<file path="src/rtl/dshot_rx.sv">
// rtl/dshot_rx.sv - DShot frame receiver with CRC check, command split and link-loss failsafe
//
// Decodes a DShot pulse-width serial stream into an 8-bit speed and an arm
// enable for the downstream servo-PWM generator. Each 16-bit frame is CRC
// checked, zero throttle disarms, values 1..47 are reported as commands,
// and a failsafe timer disarms if no good frame arrives in time.
//
// Optional feature macro: DSHOT_BIDIR_EN
//   defined   : inverted line (idles high) and inverted CRC nibble
//   undefined : standard non-inverted line, normal CRC
//
// Ports:
//   clk          in   1  system clock
//   rst_n        in   1  synchronous reset, active low
//   dshotPin     in   1  raw asynchronous DShot line
//   targetSpeed  out  8  decoded speed, held between frames
//   armed        out  1  motor enable
//   frameValid   out  1  1-cycle pulse, good throttle frame accepted
//   cmdValid     out  1  1-cycle pulse, good command frame (1..47) accepted
//   cmd          out  6  command number, valid with cmdValid
//   telemReq     out  1  telemetry bit of the last accepted frame
//   crcErr       out  1  1-cycle pulse, 16 bits received with CRC mismatch
module dshot_rx #(
    parameter int unsigned CLK_HZ       = 16000000,
    parameter int unsigned DSHOT_KBPS   = 150,
    parameter int unsigned FAILSAFE_CYC = 1600000
) (
    input  logic       clk,
    input  logic       rst_n,
    input  logic       dshotPin,
    output logic [7:0] targetSpeed,
    output logic       armed,
    output logic       frameValid,
    output logic       cmdValid,
    output logic [5:0] cmd,
    output logic       telemReq,
    output logic       crcErr
);
    localparam int unsigned BIT_CYC  = CLK_HZ / (DSHOT_KBPS * 1000);
    localparam int unsigned THRESH   = BIT_CYC / 2;
    localparam int unsigned MIN_HIGH = BIT_CYC / 8;
    localparam int unsigned GAP_CYC  = 2 * BIT_CYC;
    localparam int unsigned LO_W     = $clog2(GAP_CYC + 1);
    localparam int unsigned FS_W     = $clog2(FAILSAFE_CYC + 1);

    localparam logic [7:0]      THRESH_V = 8'(THRESH);
    localparam logic [7:0]      MIN_V    = 8'(MIN_HIGH);
    localparam logic [LO_W-1:0] GAP_V    = LO_W'(GAP_CYC);
    localparam logic [FS_W-1:0] FS_LAST  = FS_W'(FAILSAFE_CYC - 1);

    typedef enum logic [1:0] {
        S_IDLE,
        S_HIGH,
        S_LOW,
        S_CHECK
    } state_t;

    state_t            state_q, state_d;
    logic              sync1_q, sync1_d;
    logic              sync2_q, sync2_d;
    logic              prev_q, prev_d;
    logic [7:0]        hi_cnt_q, hi_cnt_d;
    logic [LO_W-1:0]   lo_cnt_q, lo_cnt_d;
    logic [3:0]        bit_cnt_q, bit_cnt_d;
    logic [15:0]       shift_q, shift_d;
    logic [FS_W-1:0]   fs_cnt_q, fs_cnt_d;
    logic [7:0]        speed_q, speed_d;
    logic              armed_q, armed_d;
    logic              frame_valid_q, frame_valid_d;
    logic              cmd_valid_q, cmd_valid_d;
    logic [5:0]        cmd_q, cmd_d;
    logic              telem_q, telem_d;
    logic              crc_err_q, crc_err_d;

    logic              line_s;
    logic              rise;
    logic              fall;
    logic [11:0]       crc_v;
    logic [3:0]        crc_calc;
    logic [3:0]        crc_exp;
    logic              crc_ok;
    logic [10:0]       throttle;

    // v ^ (v>>4) ^ (v>>8) masked to a nibble is the XOR of the three nibbles of v.
    assign crc_v    = shift_q[15:4];
    assign crc_calc = crc_v[3:0] ^ crc_v[7:4] ^ crc_v[11:8];
    assign throttle = shift_q[15:5];

`ifdef DSHOT_BIDIR_EN
    // Inverted line idles high; the synchronizer resets to the idle level so
    // no false rising edge is seen when reset is released.
    localparam logic IDLE_LVL = 1'b1;
    assign line_s  = ~sync2_q;
    assign crc_exp = ~crc_calc;
`else
    localparam logic IDLE_LVL = 1'b0;
    assign line_s  = sync2_q;
    assign crc_exp = crc_calc;
`endif

    assign crc_ok = (shift_q[3:0] == crc_exp);
    assign rise   = line_s & ~prev_q;
    assign fall   = ~line_s & prev_q;

    // Input synchronizer and edge-detect copy.
    always_comb begin
        sync1_d = dshotPin;
        sync2_d = sync1_q;
        prev_d  = line_s;
    end

    // Bit-level receive FSM.
    always_comb begin
        state_d   = state_q;
        hi_cnt_d  = hi_cnt_q;
        lo_cnt_d  = lo_cnt_q;
        bit_cnt_d = bit_cnt_q;
        shift_d   = shift_q;
        case (state_q)
            S_IDLE: begin
                if (rise) begin
                    state_d   = S_HIGH;
                    bit_cnt_d = '0;
                    hi_cnt_d  = 8'd1;
                end
            end
            S_HIGH: begin
                if (fall) begin
                    if (hi_cnt_q < MIN_V) begin
                        state_d = S_IDLE;
                    end else begin
                        shift_d = {shift_q[14:0], (hi_cnt_q >= THRESH_V)};
                        if (bit_cnt_q == 4'd15) begin
                            state_d = S_CHECK;
                        end else begin
                            bit_cnt_d = bit_cnt_q + 4'd1;
                            lo_cnt_d  = LO_W'(1);
                            state_d   = S_LOW;
                        end
                    end
                end else if (hi_cnt_q != 8'hFF) begin
                    hi_cnt_d = hi_cnt_q + 8'd1;
                end
            end
            S_LOW: begin
                if (rise) begin
                    state_d  = S_HIGH;
                    hi_cnt_d = 8'd1;
                end else begin
                    lo_cnt_d = lo_cnt_q + LO_W'(1);
                    if (lo_cnt_d >= GAP_V) begin
                        state_d = S_IDLE;
                    end
                end
            end
            S_CHECK: begin
                // A new frame may start right behind the last bit; catch its edge here.
                if (rise) begin
                    state_d   = S_HIGH;
                    bit_cnt_d = '0;
                    hi_cnt_d  = 8'd1;
                end else begin
                    state_d = S_IDLE;
                end
            end
            default: state_d = S_IDLE;
        endcase
    end

    // Frame result and failsafe handling.
    always_comb begin
        speed_d       = speed_q;
        armed_d       = armed_q;
        cmd_d         = cmd_q;
        telem_d       = telem_q;
        fs_cnt_d      = fs_cnt_q;
        frame_valid_d = 1'b0;
        cmd_valid_d   = 1'b0;
        crc_err_d     = 1'b0;

        if (armed_q) begin
            if (fs_cnt_q == FS_LAST) begin
                armed_d  = 1'b0;
                speed_d  = '0;
                fs_cnt_d = '0;
            end else begin
                fs_cnt_d = fs_cnt_q + FS_W'(1);
            end
        end

        // Frame results override any same-cycle failsafe expiry.
        if (state_q == S_CHECK) begin
            if (!crc_ok) begin
                crc_err_d = 1'b1;
            end else begin
                telem_d  = shift_q[4];
                fs_cnt_d = '0;
                if (throttle == 11'd0) begin
                    speed_d       = '0;
                    armed_d       = 1'b0;
                    frame_valid_d = 1'b1;
                end else if (throttle < 11'd48) begin
                    cmd_valid_d = 1'b1;
                    cmd_d       = throttle[5:0];
                    speed_d     = speed_q;
                    armed_d     = armed_q;
                end else begin
                    speed_d       = throttle[10:3];
                    armed_d       = 1'b1;
                    frame_valid_d = 1'b1;
                end
            end
        end
    end

    always_ff @(posedge clk) begin
        if (!rst_n) begin
            state_q       <= S_IDLE;
            sync1_q       <= IDLE_LVL;
            sync2_q       <= IDLE_LVL;
            prev_q        <= 1'b0;
            hi_cnt_q      <= '0;
            lo_cnt_q      <= '0;
            bit_cnt_q     <= '0;
            shift_q       <= '0;
            fs_cnt_q      <= '0;
            speed_q       <= '0;
            armed_q       <= 1'b0;
            frame_valid_q <= 1'b0;
            cmd_valid_q   <= 1'b0;
            cmd_q         <= '0;
            telem_q       <= 1'b0;
            crc_err_q     <= 1'b0;
        end else begin
            state_q       <= state_d;
            sync1_q       <= sync1_d;
            sync2_q       <= sync2_d;
            prev_q        <= prev_d;
            hi_cnt_q      <= hi_cnt_d;
            lo_cnt_q      <= lo_cnt_d;
            bit_cnt_q     <= bit_cnt_d;
            shift_q       <= shift_d;
            fs_cnt_q      <= fs_cnt_d;
            speed_q       <= speed_d;
            armed_q       <= armed_d;
            frame_valid_q <= frame_valid_d;
            cmd_valid_q   <= cmd_valid_d;
            cmd_q         <= cmd_d;
            telem_q       <= telem_d;
            crc_err_q     <= crc_err_d;
        end
    end

    assign targetSpeed = speed_q;
    assign armed       = armed_q;
    assign frameValid  = frame_valid_q;
    assign cmdValid    = cmd_valid_q;
    assign cmd         = cmd_q;
    assign telemReq    = telem_q;
    assign crcErr      = crc_err_q;

endmodule
</file>
<file path="config.mk">
export PLATFORM = sky130hd
export DESIGN_NAME = dshot_rx
export DESIGN_NICKNAME = d
export VERILOG_FILES = /design/src/rtl/dshot_rx.sv
export SDC_FILE = /design/constraint.sdc
export NUM_CORES = 1
export LEC_CHECK = 0
export ABC_AREA = 1
export CAP_MARGIN = 20
export CORE_ASPECT_RATIO = 0.75
export CORE_UTILIZATION = 55
export CTS_BUF_LIST = sky130_fd_sc_hd__clkbuf_2
export DETAILED_ROUTE_END_ITERATION = 10
export PLACE_DENSITY = 0.72
export REMOVE_ABC_BUFFERS = 1
export SLEW_MARGIN = 20
export SYNTH_ARGS = -nofsm -noshare
export SYNTH_HDL_FRONTEND = slang
export SYNTH_SLANG_ARGS = --single-unit
</file>
<file path="constraint.sdc">
create_clock -name clk -period 3.9 [get_ports clk]
set_clock_uncertainty 0.15 [all_clocks]
set_input_delay 0.78 -clock clk [delete_from_list [all_inputs] [get_ports clk]]
set_output_delay 0.78 -clock clk [all_outputs]
set_load 0.03 [all_outputs]
</file>
# After elaboration in Yosys (flattened, before gate mapping)
# Cells that the tools add are included.
# classes
mux	42
n_reduce_logical	16
n_lt_le_gt_ge	4
n_bitwise	11
addsub	4
eq_ne	18
# ops
cell	count
8-bit 2-to-1 mux	13
21-bit 2-to-1 mux	4
8-bit one-hot mux with 2 select lines	2
21-bit by 1-bit adder with 21-bit output, second input constant	1
21-bit == test, second input constant	1
8-bit by 1-bit adder with 8-bit output, second input constant	2
4-bit 2-to-1 mux	4
2-bit inequality test, second input constant	7
1-bit 2-to-1 mux	12
3-bit AND reduction	4
11-bit zero test	1
11-bit by 6-bit less-than comparator with 1-bit output, second input constant	1
2-bit 2-to-1 mux	5
5-bit AND reduction	2
8-bit by 6-bit greater-or-equal comparator with 1-bit output, second input constant	1
8-bit greater-or-equal comparator, second input constant	1
8-bit by 4-bit less-than comparator with 1-bit output, second input constant	1
8-bit inequality test, second input constant	1
2-bit one-hot mux with 4 select lines	1
4-bit one-hot mux with 2 select lines	1
4-bit bitwise XOR	2
1-bit NOT	7
4-bit by 1-bit adder with 4-bit output, second input constant	1
2-bit == test, second input constant	2
other kinds (14)	18
# word_totals
inputBits	3
ff_bits	81

# Longest topological paths before layout
# logic_depth
depth_word	5
ltp_mapped	14
mapped_depth_nobuf	13

# Worst setup path after synthesis
# OpenSTA, ideal clock, no wires.
# synth_path
path_kind	register -> register
startpoint	reg state_q[1]
endpoint	reg bit_cnt_q[2]
path_slack_ps	2005
path_stages_with_launch	11
setup_ps	120
path_buffers	1
required_ps	3630
arrival_ps	1626
cell_sequence	dfxtp_1 > inv_1 > ha_1 > clkbuf_2 > nand4_1 > nand2_1 > nor2_1 > nand2_1 > o21ai_0 > o21bai_1 > a21oi_1
# synth_between
elab_chain_len	4
# synth_rtl
item	line_no	rtl
start, declared	58	state_t state_q, state_d;
start signal, assigned	235	state_q <= state_d;
2-bit == test / 2-bit zero test (equally long branches)	119	case (state_q)
2-bit OR reduction (no source line)	n/a	
2-bit by 1-bit inequality test with 1-bit output (no source line) / 2-bit nonzero test (equally long branches)	n/a	
5-bit AND reduction (no source line)	n/a	
end signal, assigned	241	bit_cnt_q <= bit_cnt_d;
end, declared	64	logic [3:0] bit_cnt_q, bit_cnt_d;
# Several ways; a longest one is shown, not always the timed one.
# A chain may end at the register's enable or synchronous reset.

# Worst setup path after layout
# layout_path
startpoint	reg armed_q, in the netlist armed
endpoint	out armed
# layout_lines
item	line_no	rtl
start, declared	68	logic armed_q, armed_d;
start signal, assigned	245	armed_q <= armed_d;
end, declared	32	output logic armed,
# No word-level cell between the ends.

==> summary.md <==
| Metric | Value |
|---|---|
| Status | finished clean |
| Clk buf depth | 2 |
| Crit-path cells | clkdlybuf4s50_1 |
| Pwr Total | 1.43 mW |
| DR WL met3 | 303 µm |
| Cell area after layout | 4380 µm² |
| Worst EP required | 2970 ps |
| Clock Pin Slew Worst Setup and Hold Paths | 210 ps |
| Ys Warns | 0 |
| Power per Cell Area | 328 nW/µm² |
| Worst-path fanout max | 2 |
| Worst Setup End Kind | output port |
| Final ANT Viol Nets | 0 |
| CTS Buf Count | 9 |
| Core Region | 6900 µm² |
| Max Slew Vio Count | 0 |
| CTS resizes | 0 |
| Largest net degree at the start of global routing | 23 |
| Placed cell area | 4260 µm² |
| Syn Area/Cell | 7.15 µm² |
| Clk Latency, worst-skew pair | 520 ps |
| DR top layer | met4 |
| Starting density of the core | 57.7% |
| Die area | 7590 µm² |
| CTS sink cnt | 81 |
| Post-route setup slack | 1370 ps |
| Hold Crit Start | sync1_q$_SDFF_PN0_ |
| Yosys reg bits | 81 |
| Chip height | 75.7 µm |
| R2r endpoint | shift_q[3]$_SDFFE_PN0P_ |
| Metal2 WL | 3590 µm |
| Pin slew with the least headroom to its limit | 624 ps |
| # DRC | 0 |
| Share of cells above drive strength 1 | 5.51% |
| Port Buffers | 21 |
| WHS Endpoint | line_s$_SDFF_PN0_ |
| Drt first pass iters | 5 |
| Fmax | 395 MHz |
| Nets | 590 |
| Fin util | 63.4% |
| Reg2Reg Setup Slack | 1420 ps |
| H-tree depth | 3 |
| Worst r2r src | hi_cnt_q[1]$_SDFFE_PN0P_ |
| Setup Fix Bufs, Post-CTS | 0 |
| Crit path largest cell delay | 690 ps |
| CTS tree | yes |
| Clock root cell | clkbuf_2 |
| Mapped Cells | 557 |
| Hold WC Path Type | register to register |
| Final Cycle Share | 65.0% |
| Syn-to-layout area delta | 9.90% |
| Top Ports | 22 |
| VDD IR-drop max | 0.191 mV |
| Die width | 100 µm |
| Post-synthesis sequential area ratio | 40.7% |
| Dpl hpwl | 5950 µm |
| Post-synth cell types | 32 |
| Final hold violation count | 0 |
| Crit path launch type | register |
| DR vias | 3475 |
| DR vias/cell | 5.12 |
| WL met1 | 4250 µm |
| Total routed wirelength | 8200 µm |
| Fin Setup TNS | 0 ps |
| First-pass GRT wire length | 14100 µm |
| Final Setup Violations | 0 |
| Mapped Area | 3980 µm² |
| Mean routed wirelength per cell | 12.1 µm |
| Leak Pwr | 1.74 nW |
| Critical Path AT | 1600 ps |
| Max transition margin | 58.3% |
| CP top delay family | buffers and inverters |
| RSZ-0062 raised after global routing | no |
| Hold Buf Count CTS | 0 |
| Aggregate global-route resource usage | 23.6% |
| Setup CP Type | register to output port |
| Dpl ws | 1350 ps |
| Grt total ovfl | 0 |
| Vias in the first global route | 3090 |
| Initial drt markers | 199 |
| Hold Crit Depth | 2 |
| RD Place Congestion | 0.864 |
| Initial antenna violation count | 0 |
| Min Clock Period, post-route | 2530 ps |
| Slowest-stage cell, CP | clkdlybuf4s50_1 |
| Max-Cap Viols | 0 |
| Rows | 26 |
| Worst reg2reg path depth | 9 |
| Buf/Inv on CP | 1 |
| Ant. Diodes | 0 |
-- worst max path at each step --
stage                             startpoint                          end  slack [ps]  cells past startpoint
detailed placement                     rst_n  targetSpeed[7]$_SDFFE_PN0N_        1350                      4
global placement                       rst_n  targetSpeed[7]$_SDFFE_PN0N_        1460                      4
finish                    armed$_SDFFE_PN0N_                        armed        1370                      1
global route        hi_cnt_q[1]$_SDFFE_PN0P_      shift_q[3]$_SDFFE_PN0P_        1220                      9
floorplan            state_q[1]$_SDFFE_PN0P_      shift_q[0]$_SDFFE_PN0P_        2030                      8
CTS                       armed$_SDFFE_PN0N_                        armed        1340                      1
-- Yosys cell counts, drive strengths merged --
library cell	n	area [µm²]
a21oi	31	163
buf	3	27.5
o211ai	1	7.51
o21bai	1	7.51
xor2	22	193
a22oi	2	15.0
ha	11	138
nor2	88	355
o21ai	46	230
xnor2	9	78.8
a31oi	2	12.5
a211oi	2	15.0
clkbuf	13	50.0
nand2	111	434
nor3	19	95.1
dfxtp	81	1620
nand3	26	130
nand3b	2	15.0
inv	64	240
nor3b	3	27.5
o22ai	6	37.5
nand4	14	87.6
-- per-stage QoR --
step,hold slack [ps],instances
after floorplan,240,541
after global placement,245,663
after detailed placement,248,663
after CTS,281,679
after global routing,326,679
final,283,679
-- layer usage --
layer	GRT usage (%)	up-vias
met5	0	-
met4	4.67	0
met3	6.33	6
met2	37.6	54
met1	32.6	1585
li1	-	1830
-- layout make-up --
cell class / count / area, µm²
clock buffers: 9 / 45.0
clock inverters: 7 / 71.3
fillers: 634 / 2520
inverters: 64 / 240
multi-input cells: 396 / 2040
flip-flops and latches: 81 / 1620
well taps: 98 / 123
repair buffers: 24 / 233
-- registers in the layout (all words and copies together) (netlist names), 2 cells and up --
name and flops:
state_q 2, cmd 6, shift_q 16, targetSpeed 8
bit_cnt_q 4, fs_cnt_q 21, lo_cnt_q 8, hi_cnt_q 8
-- cells in the final DEF (no fill, tap or decap) --
cell,instances
nor2_1,82
xor2_1,22
nor3b_2,1
a31oi_1,2
inv_2,2
clkinv_2,1
clkinv_4,2
nor3_1,19
nand3b_1,2
a211oi_1,2
clkinv_1,1
xnor2_1,9
a22oi_1,2
inv_1,62
a21oi_1,29
nor2_4,2
clkbuf_2,9
bufinv_16,1
buf_4,3
o211ai_1,1
o21bai_1,1
nand2_1,108
nand2_2,1
nand3_1,26
clkdlybuf4s50_1,21
nand2_4,2
nor2_2,4
o22ai_1,6
nand4_1,14
o21ai_0,45
o21ai_1,1
a21oi_2,2
nor3b_1,2
clkinvlp_4,2
ha_1,11
dfxtp_1,81
-- kinds of logic after synthesis --
family | share of synthesized area (%)
and+or+nand+nor | 28.8
xor gates and xnor gates | 6.82
buffers and inverters | 7.98
adders and majority gates | 3.46
DFF | 40.7
AOI/OAI and AO/OA | 12.3
-- report_power, final --
part | total [mW] | internal (mW) | switching (mW) | leakage [nW]
clock network | 0.435 | 0.146 | 0.289 | 0.0655
registers | 0.870 | 0.848 | 0.0226 | 0.654
logic | 0.128 | 0.0424 | 0.0853 | 1.02
total | 1.43 | 1.04 | 0.397 | 1.74
(Power assumes the default switching activity.)
